$ cat src/rtl/hazard_pkg.sv
// hazard_pkg
// Shared definitions for the hazard scoreboard slice:
//   pipe_sig_e      - pipeline-register control encoding (pass / stall / flush)
//   DEFAULT_*_LAT   - default load-use and mult/div latencies
//   *_CNT_W         - countdown widths able to hold the largest legal latency
package hazard_pkg;

    typedef enum logic [1:0] {
        SIG_PASS  = 2'd0,
        SIG_STALL = 2'd1,
        SIG_FLUSH = 2'd2
    } pipe_sig_e;

    localparam int DEFAULT_LOAD_LAT = 1;
    localparam int DEFAULT_MD_LAT   = 4;

    // LOAD_LAT is at most 7, MD_LAT at most 31.
    localparam int LOAD_CNT_W = 3;
    localparam int MD_CNT_W   = 5;

endpackage

$ cat src/rtl/hazard_reg_counter.sv
// hazard_reg_counter
// One saturating countdown: loads a latency on 'load', otherwise counts down
// to zero and stays there. 'busy' is high whenever the count is nonzero.
// Ports:
//   Clk       in   rising-edge clock
//   Reset_n   in   asynchronous active-low reset, clears the count
//   load      in   load load_val this cycle (wins over the decrement)
//   load_val  in   WIDTH  value to load
//   busy      out  count != 0
module hazard_reg_counter
    import hazard_pkg::*;
#(
    parameter int WIDTH = LOAD_CNT_W
) (
    input  logic             Clk,
    input  logic             Reset_n,
    input  logic             load,
    input  logic [WIDTH-1:0] load_val,
    output logic             busy
);

    logic [WIDTH-1:0] count;

    always_ff @(posedge Clk or negedge Reset_n) begin
        if (!Reset_n) begin
            count <= '0;
        end else if (load) begin
            count <= load_val;
        end else if (count != '0) begin
            count <= count - 1'b1;
        end
    end

    assign busy = (count != '0);

endmodule

$ cat src/rtl/hazard_scoreboard.sv
// hazard_scoreboard
// Tracks GPRs whose loaded value is not yet forwardable and the occupancy of
// the mult/div unit, and produces PC / IF-ID / ID-EX control for the
// instruction sitting in ID.
// Ports:
//   Clk, Reset_n                    clock, asynchronous active-low reset
//   ID_Valid                        ID holds a real instruction
//   ID_Rs, ID_Rt, ID_UsesRs/Rt      source indices and whether they are read
//   ID_Rd, ID_RegWrite              destination index and write enable
//   ID_IsLoad, ID_IsMulDiv,
//   ID_UsesHiLo                     instruction class
//   PCSrc                           branch/jump taken this cycle
//   PC_Write                        1 = PC holds
//   IF_ID_Signal, ID_EX_Signal      0 pass, 1 stall, 2 flush
//   MD_Busy                         mult/div unit occupied
//   Pending                         per-GPR load result outstanding
module hazard_scoreboard
    import hazard_pkg::*;
#(
    parameter int NUM_REGS = 32,
    parameter int REG_AW   = 5,
    parameter int LOAD_LAT = DEFAULT_LOAD_LAT,
    parameter int MD_LAT   = DEFAULT_MD_LAT
) (
    input  logic                Clk,
    input  logic                Reset_n,
    input  logic                ID_Valid,
    input  logic [REG_AW-1:0]   ID_Rs,
    input  logic [REG_AW-1:0]   ID_Rt,
    input  logic                ID_UsesRs,
    input  logic                ID_UsesRt,
    input  logic [REG_AW-1:0]   ID_Rd,
    input  logic                ID_RegWrite,
    input  logic                ID_IsLoad,
    input  logic                ID_IsMulDiv,
    input  logic                ID_UsesHiLo,
    input  logic                PCSrc,
    output logic                PC_Write,
    output logic [1:0]          IF_ID_Signal,
    output logic [1:0]          ID_EX_Signal,
    output logic                MD_Busy,
    output logic [NUM_REGS-1:0] Pending
);

    localparam int IDX_SPAN = 1 << REG_AW;

    logic [NUM_REGS-1:1] reg_busy;
    logic [IDX_SPAN-1:0] pending_idx;
    logic                rs_hazard;
    logic                rt_hazard;
    logic                md_hazard;
    logic                stall;
    logic                issue;
    logic                load_issue;
    logic                md_issue;

    // Register 0 has no counter, so it can never be reported pending.
    assign Pending = {reg_busy, 1'b0};

    // Widen to the full index space so any ID_Rs/ID_Rt value indexes safely;
    // indices beyond NUM_REGS read as not pending.
    assign pending_idx = IDX_SPAN'(Pending);

    assign rs_hazard = ID_UsesRs && pending_idx[ID_Rs];
    assign rt_hazard = ID_UsesRt && pending_idx[ID_Rt];
    assign md_hazard = (ID_UsesHiLo || ID_IsMulDiv) && MD_Busy;
    assign stall     = ID_Valid && (rs_hazard || rt_hazard || md_hazard);

    // A flushed or stalled instruction must not touch any counter.
    assign issue      = ID_Valid && !stall && !PCSrc;
    assign load_issue = issue && ID_IsLoad && ID_RegWrite && (ID_Rd != '0);
    assign md_issue   = issue && ID_IsMulDiv;

    // Only loads arm a register counter; ALU results are fully forwarded.
    for (genvar i = 1; i < NUM_REGS; i++) begin : g_reg
        hazard_reg_counter #(
            .WIDTH(LOAD_CNT_W)
        ) u_ctr (
            .Clk     (Clk),
            .Reset_n (Reset_n),
            .load    (load_issue && (ID_Rd == REG_AW'(i))),
            .load_val(LOAD_CNT_W'(LOAD_LAT)),
            .busy    (reg_busy[i])
        );
    end

    hazard_reg_counter #(
        .WIDTH(MD_CNT_W)
    ) u_md_ctr (
        .Clk     (Clk),
        .Reset_n (Reset_n),
        .load    (md_issue),
        .load_val(MD_CNT_W'(MD_LAT)),
        .busy    (MD_Busy)
    );

    // A taken branch outranks a stall: the ID instruction is discarded
    // anyway, so waiting on its operands would only cost cycles.
    always_comb begin
        PC_Write     = 1'b0;
        IF_ID_Signal = SIG_PASS;
        ID_EX_Signal = SIG_PASS;
        if (PCSrc) begin
            PC_Write     = 1'b0;
            IF_ID_Signal = SIG_FLUSH;
            ID_EX_Signal = SIG_FLUSH;
        end else if (stall) begin
            PC_Write     = 1'b1;
            IF_ID_Signal = SIG_STALL;
            ID_EX_Signal = SIG_FLUSH;
        end
    end

endmodule

$ cat config.mk
export PLATFORM = sky130hd
export DESIGN_NAME = hazard_scoreboard
export DESIGN_NICKNAME = d
export VERILOG_FILES = /design/src/rtl/hazard_pkg.sv /design/src/rtl/hazard_reg_counter.sv /design/src/rtl/hazard_scoreboard.sv
export SDC_FILE = /design/constraint.sdc
export NUM_CORES = 1
export LEC_CHECK = 0
export CAP_MARGIN = 5
export CORE_MARGIN = 8
export CORE_UTILIZATION = 59
export CTS_CLUSTER_SIZE = 8
export DETAILED_ROUTE_END_ITERATION = 6
export GPL_ROUTABILITY_DRIVEN = 0
export PLACE_DENSITY = 0.93
export SLEW_MARGIN = 0
export SYNTH_ARGS = -nofsm -noshare
export SYNTH_HDL_FRONTEND = slang
export SYNTH_SLANG_ARGS = --single-unit
$ cat constraint.sdc
create_clock -name Clk -period 5.1 [get_ports Clk]
set_clock_uncertainty 0.2 [all_clocks]
set_input_delay 1.02 -clock Clk [delete_from_list [all_inputs] [get_ports Clk]]
set_output_delay 1.02 -clock Clk [all_outputs]
set_load 0.01 [all_outputs]
=== Word level (Yosys, flattened, before mapping) ===
Cells that the tools add are included.

* Memory bits (read-only): 0
* Bits in writable memories: 0
* Memories: 0
* Flip-flop bits (word level): 98
* Logic and storage cells: 282
* Bits in latches: 0
* Output and inout bits: 38

* Div/mod/pow operators: 0
* Shift operators: 0
* Multiplexer cells: 74
* Reduce and logical (&&, ||, !) cells: 111
* Multipliers: 0
* $add $sub $neg: 32
* Equality and inequality tests: 31
* Magnitude comparators: 2
* Bitwise operators: 0

{| class="wikitable"
|+ Operators with widths
! cell !! number
|-
| 2-to-1 mux 3 bit || 62
|-
| nonzero test 3 bit || 31
|-
| subtractor 3 x 1 -> 3 bit, second input constant || 31
|-
| equality test 5 bit, second input constant || 16
|-
| nonzero test 2 bit || 32
|-
| logical AND 1 bit || 41
|-
| equality test 5 x 4 -> 1 bit, second input constant || 8
|-
| equality test 5 x 3 -> 1 bit, second input constant || 4
|-
| less-than comparator 5 x 6 -> 1 bit, second input constant || 2
|-
| binary-select mux 1 bit (select 5 bit) || 2
|-
| equality test 5 x 2 -> 1 bit, second input constant || 2
|-
| 2-to-1 mux 5 bit || 2
|-
| nonzero test 5 bit || 2
|-
| 2-to-1 mux 2 bit || 3
|-
| equality test 5 x 1 -> 1 bit, second input constant || 1
|-
| 2-to-1 mux 1 bit || 5
|-
| subtractor 5 x 1 -> 5 bit, second input constant || 1
|-
| logical OR 1 bit || 3
|-
| zero test 1 bit || 2
|}

=== Depth between registers and ports, before layout ===
Gate-level depths: netlist of run 1.

* Depth in word-level cells: 15
* Gate-level depth with buffers: 11

=== By module ===
From an unflattened synthesis of run 1, not the netlist that was laid out.

* Cells, all modules: 770
* Area, all modules: 7329.5 µm²

{| class="wikitable"
|+ By module, submodules not included
! module !! instances !! area each (µm²) !! sequential area each (µm²) !! cells an instance
|-
| hazard_reg_counter at g_reg[10].u_ctr ... || 31 || 196.4 || 75.1 || 20
|-
| hazard_scoreboard || 1 || 959.7 || 0.0 || 123
|-
| hazard_reg_counter at u_md_ctr || 1 || 280.3 || 125.1 || 27
|}

=== Worst setup path after synthesis of run 1 ===
No wires, ideal clock.

* Path type: input to output
* Start point: input ID_Rs[2]
* End point: output IF_ID_Signal[0]
* Arrival time: 3.225 ns
* Setup slack: 0.655 ns
* Path buffers: 4
* Cell stages on the path: 10
* Cells stage by stage: buf_2 > buf_4 > nor3b_1 > o211ai_1 > o2111ai_1 > a2111oi_2 > clkbuf_1 > nor2_1 > a21boi_0 > buf_4

* Longest elaborated chain between the ends: 8

{| class="wikitable"
|+ RTL lines
! what !! line !! source
|-
| start: declaration || hazard_scoreboard.sv:28 || <nowiki>input logic [REG_AW-1:0] ID_Rs,</nowiki>
|-
| binary-select mux 1 bit (select 5 bit) || hazard_scoreboard.sv:64 || <nowiki>assign rs_hazard = ID_UsesRs && pending_idx[ID_Rs];</nowiki>
|-
| 2-to-1 mux 1 bit (implied by the code) || hazard_scoreboard.sv:64 ||
|-
| logical AND 1 bit || hazard_scoreboard.sv:64 ||
|-
| logical OR 1 bit (2 in a row) || hazard_scoreboard.sv:67 || <nowiki>assign stall = ID_Valid && (rs_hazard || rt_hazard || md_hazard);</nowiki>
|-
| logical AND 1 bit || hazard_scoreboard.sv:67 ||
|-
| 2-to-1 mux 1 bit || hazard_scoreboard.sv:107 || <nowiki>end else if (stall) begin</nowiki>
|-
| 2-to-1 mux 2 bit || hazard_scoreboard.sv:103 || <nowiki>if (PCSrc) begin</nowiki>
|-
| end: declaration || hazard_scoreboard.sv:39 || <nowiki>output logic [1:0] IF_ID_Signal,</nowiki>
|}

No other way between the ends. The select of a mux whose other input is x is not followed.

=== Worst setup path in the final report of run 1 ===
* Start point: input ID_Rt[2]
* End point: output ID_EX_Signal[1]

* Longest elaborated chain between the ends: 8

{| class="wikitable"
|+ RTL lines
! what !! line !! source
|-
| start: declaration || hazard_scoreboard.sv:29 || <nowiki>input logic [REG_AW-1:0] ID_Rt,</nowiki>
|-
| binary-select mux 1 bit (select 5 bit) || hazard_scoreboard.sv:65 || <nowiki>assign rt_hazard = ID_UsesRt && pending_idx[ID_Rt];</nowiki>
|-
| 2-to-1 mux 1 bit (implied by the code) || hazard_scoreboard.sv:65 ||
|-
| logical AND 1 bit || hazard_scoreboard.sv:65 ||
|-
| logical OR 1 bit (2 in a row) || hazard_scoreboard.sv:67 ||
|-
| logical AND 1 bit || hazard_scoreboard.sv:67 ||
|-
| 2-to-1 mux 2 bit || hazard_scoreboard.sv:107 ||
|-
| 2-to-1 mux 2 bit || hazard_scoreboard.sv:103 ||
|-
| end: declaration || hazard_scoreboard.sv:40 || <nowiki>output logic [1:0] ID_EX_Signal,</nowiki>
|}

No other way between the ends. The select of a mux whose other input is x is not followed.

==> results of run 1 <==
-- worst max path at each step --
stage	endpoint	slack, ps
4_1_cts	PC_Write	130
2_1_floorplan	IF_ID_Signal[0]	660
3_5_place_dp	PC_Write	150
3_3_place_gp	ID_EX_Signal[1]	200
5_1_grt	ID_EX_Signal[1]	30
6_report	ID_EX_Signal[1]	170
-- area by class of cell --
| type | instances | area (um2) |
|---|---|---|
| multi-input cells | 486 | 3550 |
| fillers | 825 | 3715 |
| well taps | 143 | 178.9 |
| clock inverters | 6 | 65.06 |
| repair buffers | 76 | 730.7 |
| flip-flops and latches | 98 | 2452 |
| inverters | 91 | 341.6 |
| clock buffers | 10 | 239.0 |
-- routing by layer --
layer  part of all wire [%]  wire, um  track usage [%]
met1                     39      6319            26.56
met2                     48      7686            36.66
met3                    7.7      1240            5.014
met4                    5.1       813            13.25
met5                      0         0                0
-- synth_stat cells, drive strengths merged, types with 3 or more instances --
cell	count	area, um2
nor3	17	85.08
buf	51	349.1
ha	63	788.3
clkbuf	10	37.54
nand2	26	97.59
nand3b	5	37.54
xnor2	33	289.0
mux4	7	157.7
nor2	46	172.7
a21o	33	247.7
and3b	4	35.03
o21ai	21	105.1
or3b	3	26.28
nand3	5	25.02
a2111oi	3	51.30
dfrtp	98	2452
inv	91	341.6
mux2i	31	310.3
nor2b	17	106.4
nor4	32	206.5
a21oi	92	460.4
nor3b	5	37.54
nand2b	24	150.1
-- registers in the layout, summed over array words and instances (netlist names) --
name	count
u_md_ctr.count	5
g.u_ctr.count	93
-- repair_timing --
item / CTS / global route
resized for setup: 0 / 1
hold buffers: 0 / 0
setup endpoints to repair: 0 / 2
hold endpoints to repair: 0 / 0
-- critical path: stages --
cell             delay, ps
clkdlybuf4s50_1        640
mux4_2                 540
and2_1                 190
nor4_4                 370
buf_4                  190
nor3_1                  40
a21oi_1                150
clkdlybuf4s50_1        560
-- where the power goes --
group | switching [uW] | internal (uW)
Clock | 309 | 395
Sequential | 237 | 1210
Combinational | 1460 | 1260
Total | 2010 | 2860
-- through the flow --
stage | std cells | utilization [%]
after floorplan | 736 | -
after global placement | 894 | 64.35
after detailed placement | 894 | 64.35
after CTS | 910 | 67.04
after global routing | 910 | 67.04
final | 910 | 67.04
-- kinds of logic after synthesis --
logic type | after synthesis | share of synthesized area, %
AOI/OAI and AO/OA | 160 | 14.13
xor gates and xnor gates | 33 | 4.311
adders and majority gates | 63 | 11.76
buffers and inverters | 152 | 10.86
DFF | 98 | 36.57
muxes | 40 | 7.315
other | 1 | 0.05593
and+or+nand+nor | 188 | 15.00
==> summary.md, run 1 <==
The run finished with clean final reports. Setup repair after global routing left no endpoint under its margin. In this run the critical register-to-register path is captured at g_reg[6].u_ctr.count[1].

The critical path data required time came out at 3880 ps. The number of different library cells used by synthesis comes to 44. Leaving out fill and tap cells, the most frequent cell in the layout is dfrtp_1.

The final-layout worst hold slack came out at 290.9 ps. The start point of the worst hold path is u_md_ctr.count[4]. After detailed routing, the average wire length per cell comes to 17.65 um.

Total standard cell area after synthesis: 6705 um2. Of all nets on the critical path, the largest fanout is 6. For this run, the detailed router's first-pass iteration total came to 5. For this configuration, the core starts out at a cell density of 59.48%. For the pin with the worst max-slew slack, the measured transition is 989.8 ps.

The smallest clock period supported by the final layout is computed as 4930 ps. After legalization and detailed placement, the total HPWL measured 11420 um. The critical path starts at ID_Rt[2]. In this run the tightest slew margin relative to its limit is 34.01%. STA puts the critical path data arrival time at 3710 ps.

The total overflow left after global routing is 0. Prior to clock tree synthesis, the placed netlist has a worst setup slack of 149.4 ps. Synthesis-stage register bit count: 98.

The number of buffers inserted by post-CTS setup repair was 0. Entering global routing, the biggest net connects 94 pins. The run gives 0 as the total count of hold-check failures in the final report. The total CTS buffers is 9.

The total length of routed wires was 16060 um; the power consumption was 4870 uW. Cell leakage power: 0.003563 uW. The tools report the end point of the most critical hold path as u_md_ctr.count[4]. For this design the ratio of total power to cell area is 644.4 nW/um2. Static timing analysis puts the maximum clock frequency at 202.8 MHz. Counting every instance in the synthesized netlist gives 735. Summing the sequential cell areas from Yosys gives 36.57% of the chip area. For the deepest clock path buffer count, the log shows 2. Compared with the post-synthesis result, the final layout area differs by 12.71%. The number of cells on the worst hold path was 1; the total die area was 15030 um2. The run gives 0 as the final setup violation count. The clock-pin slew on the worst setup and hold paths was 70 ps. The max-slew violation count came out at 0. The first global-routing pass estimated 26550 um of wire. The tools report the summed area of non-filler cells in the final layout as 7557 um2. After synthesis, the share of flip-flops with an asynchronous set or reset is 100.0%. The H-tree generated during clock tree synthesis spans 3 levels. For the number of antenna violations at the first check in global routing, the log shows 0. The worst path uses 96.66% of the clock period. The detail route stage leaves a number of antenna-violating nets equal to 0.

The worst IR drop on VDD was 0.3502 mV; the ratio of cells with drive above 1 in the final layout was 6.910%. In the layout the commonest cells are 98 x dfrtp_1, 92 x a21oi_1, 88 x inv_1. Global routing consumed, over all layers together, 22.36% of the routing resources. The number of vias in the routed layout was 5391. TritonCTS built the clock tree. The mean instance size in the synthesized netlist was 9.123 um2. 0 antenna diodes ended up in the layout.

Clock tree synthesis selected as its root buffer the cell clkbuf_16. 63 I/O pins were placed. The most used flip-flop cell after synthesis was dfrtp_1. Adding up every negative setup slack in the final design gives 0 ps. The number of flops mapped to enable cells by yosys was 0; the horizontal extent of the die was 122.6 um. The first routing iteration left 317 violations. For the worst flop-to-flop path, the logic depth is 10. The number of vias per cell after detailed routing works out to 5.924. STA classifies the critical path endpoint as an output port. In this run the cell area measured after placement is 7253 um2.

The region available for standard cell placement spans 11270 um2. The worst setup path is launched from an input pin. For the number of max-capacitance violations reported, the log shows 0. The number of rows created at floorplan was 39.

The count of input and output buffers is 60. In this run the vertical extent of the chip is 122.6 um. The tightest min-delay check is of the flop to flop type. Start of the worst register-to-register path: g_reg[6].u_ctr.count[0]. At the later pin of the worst-skew pair, clock insertion delay measures 350 ps. Total number of clock tree sinks: 98. Net count reported at finish: 850. In the routed design, unresolved DRC markers number 0. Classification of the worst setup path: input pin to output port.

Setup slack on the critical path of the routed design comes to 170.2 ps. Yosys printed 0 warnings. Setup slack on the worst reg-to-reg path comes out at 1190 ps. The number of global-route vias before repair is 5526.
No activity file was read; power rests on OpenSTA's default activity.
==> run 2: changes to the inputs <==
--- a/config.mk
+++ b/config.mk
@@ -7,11 +7,11 @@
 export LEC_CHECK = 0
 export CAP_MARGIN = 5
 export CORE_MARGIN = 8
-export CORE_UTILIZATION = 59
+export CORE_UTILIZATION = 29
 export CTS_CLUSTER_SIZE = 8
 export DETAILED_ROUTE_END_ITERATION = 6
 export GPL_ROUTABILITY_DRIVEN = 0
-export PLACE_DENSITY = 0.93
+export PLACE_DENSITY = 0.57
 export SLEW_MARGIN = 0
 export SYNTH_ARGS = -nofsm -noshare
 export SYNTH_HDL_FRONTEND = slang
==> run 2 against run 1 <==
  * Global-route usage is 10 points lower
  * Highest routed layer unchanged
  * First-iteration DRC count is 6.9% lower
  * Critical path depth is 1 lower
  * Cell area is 3.1% higher
  * Largest cell class unchanged
  * Wire length is 4.0% higher
  * Combinational power is 3% lower
  * Register-to-register slack worse by 60 ps
  * Utilization is 33 points lower
  * Sequential share of layout area is 0.98 points lower
  * Critical endpoint is now PC_Write
  * Clock power is 18% higher
  * Sequential power hardly changed
==> summary.md, run 2 (synthesis results as in run 1) <==
The run finished with clean final reports. In the global route stage, overall resource usage came out at 12.03%. For the worst endpoint data arrival time, the log shows 3650 ps.

In this run the most critical hold path is launched from u_md_ctr.count[4]. The worst setup path is captured at an output port. For flop-to-flop paths, the worst setup slack is 1130 ps. The leading cell type in the layout, fill and taps excluded is dfrtp_1. The pre-antenna-repair detailed-routing pass consisted of 5 iterations.

The final layout contains routed wiring with a total length of 16710 um. The layout has 2302 filler cells. The initialized floorplan defines 55 standard-cell rows. The core footprint was 22640 um2. The logs give 98 for the total number of clock tree sinks and 63 for the count of boundary I/O pins. In the final layout, the registers with the most flip-flops are g.u_ctr.count: 93 flops, u_md_ctr.count: 5 flops. The run gives 0 as the number of antenna violations at the first check in global routing.

Setup violations remaining at the end of the flow were counted as 0. After clock tree synthesis, the setup repair step added 0 buffers. The tools report the start of the worst register-to-register path as g_reg[7].u_ctr.count[0]. The worst hold path belongs to the class flop to flop.

The worst setup path is launched from an input pin. The tightest slew margin relative to the limit is 33.17%. The number of global-route vias before repair was 4994; the vertical die dimension was 168.1 um. The tools report the post-route setup TNS as 0 ps. Detailed routing placed a total of 716 um of wire on met3.

For this run, the top clock speed supported by timing is 205.2 MHz. Using the TritonRoute via totals, the vias-per-cell ratio works out to 4.807. The number of cells on the worst hold path is 1, and the number of resized instances in the post-cts repair step is 0. The endpoint identified for the worst register-to-register timing path is u_md_ctr.count[1]. The initial utilization of the core area, before any placement, comes to 29.62%.

The least setup slack across all paths after layout came out at 227.7 ps. The wire length of the first global-routing pass was 26940 um; the count of input and output buffers was 60. The tools report the residual antenna-violating net count after detailed routing as 0. The longest clock path from root to sink contains 2 buffers. For this block, the initial DRC count from the detailed router was 295. The slowest cell on the critical path is clkdlybuf4s50_1. The total CTS buffers came out at 9. The flip-flop count of the largest register after layout is 93, and the maximum level of the CTS H-tree is 3. The post-layout minimum cycle time was 4872 ps; the cell count of the worst reg-to-reg path was 11. Traced cell by cell, the critical path runs through clkdlybuf4s50_1, mux4_2, mux2i_1, mux2i_1, a2111oi_4, a21boi_1, clkdlybuf4s50_1. After detailed placement, the total cell area comes to 7438 um2. Across the run, the number of max-cap violations was 0. The finished cells cover 7794 um2. End point of the critical path: PC_Write.

The slew at the pin with the worst max-slew slack came out at 1003 ps. Power density over the cells: 627.1 nW/um2. Worst IR drop on VDD: 0.2319 mV.

The clock insertion delay at the later pin of the skew report was 350 ps. Hold timing on the final database bottoms out at a slack of 290.7 ps. Summed over all nets, wire length on met2 after detailed routing comes to 7791 um. By startpoint and endpoint, the worst setup path is classified as input pin to output port.

The max-slew violation count is 0. For this run, design rule violations remaining after detail routing come to 0. The final critical path takes up 95.54% of the cycle. Dividing the detail-routed wire length by the instance count gives 15.88 um. The worst-path maximum fanout was 4.

The most critical setup path has its startpoint at ID_Rt[0]. The relative area change from synthesis to final layout is 16.23%, and the total count of hold-check failures in the final report is 0. Cells with a size suffix above 1 make up 6.910% of the layout. At the worst endpoint, the required time is 3880 ps.

0 antenna diodes ended up in the layout. In the layout the commonest cells are 98 x dfrtp_1, 92 x a21oi_1, 88 x inv_1. Setup repair after global routing left no endpoint under its margin.

Prior to clock tree synthesis, the placed netlist has a worst setup slack of 121.1 ps. The net count of the finished layout is 851. The tools report the half-perimeter wire length after placement as 12410 um.

Horizontal extent of the die: 168.1 um. The master cell of the clock root buffer was clkbuf_16. The largest single stage delay on the critical path is 660 ps. After clock tree synthesis, the flow added hold-fix buffers numbering 0. TritonCTS built the clock tree. The number of vias in the routed layout came out at 5057. The clock-pin slew on the worst setup and hold paths is 70 ps.

The cell leakage power is 0.003595 uW. After detailed routing, the wire length on met1 is 7966 um. Entering global routing, the biggest net connects 75 pins. Cells fill 34.42% of the core in the end. In this run the top signal layer used is met4. Aggregate global routing overflow: 0.

The floorplan step defined a die boundary enclosing 28240 um2. Largest register by flop count: g.u_ctr.count.
==> run 2: cell count changes in the layout (fill, tap and decap cells not counted) <==
cell and change:
inv_6 -1, clkbuf_8 -1, clkinv_4 -1, clkinvlp_4 -1, bufinv_16 +3, buf_4 +1
==> run 2: worst max-delay path: cells and delay by family <==
family                 cells  cell delay (ps)
buffers and inverters      2             1180
muxes                      3              820
AOI/OAI and AO/OA          2              630
==> run 2: per-layer routing <==
layer | vias up | GRT usage [%]
met5 | - | 0
met4 | 0 | 3.377
met3 | 15 | 2.643
met2 | 94 | 19.59
met1 | 2450 | 15.79
li1 | 2498 | -
==> run 2: report_power, final <==
part	leakage [uW]	switching, uW	internal, uW
Clock	0.000175	304	525
Combinational	0.00226	1380	1250
Sequential	0.00116	216	1210
==> run 2: per-stage QoR <==
step / std cells / power [uW]
after floorplan: 736 / 3489
after global placement: 1037 / 4039
after detailed placement: 1037 / 4098
after CTS: 1052 / 4953
after global routing: 1052 / 5387
final: 1052 / 4888
==> run 2: how the worst min path moves through the flow <==
stage	to	slack, ps
final	u_md_ctr.count[4]	290
after global routing	u_md_ctr.count[4]	320
after CTS	u_md_ctr.count[4]	300
after detailed placement	u_md_ctr.count[4]	280
after global placement	u_md_ctr.count[4]	270
after floorplan	u_md_ctr.count[4]	260
==> run 2: cell type report <==
type,count,area (um2),share of cell area [%]
Timing Repair Buffer,77,738.2,9.472
Multi-Input combinational cell,486,3550,45.55
Clock inverter,6,130.1,1.670
Tap cell,285,356.6,4.575
Inverter,91,341.6,4.383
Sequential cell,98,2452,31.47
Clock buffer,9,225.2,2.890
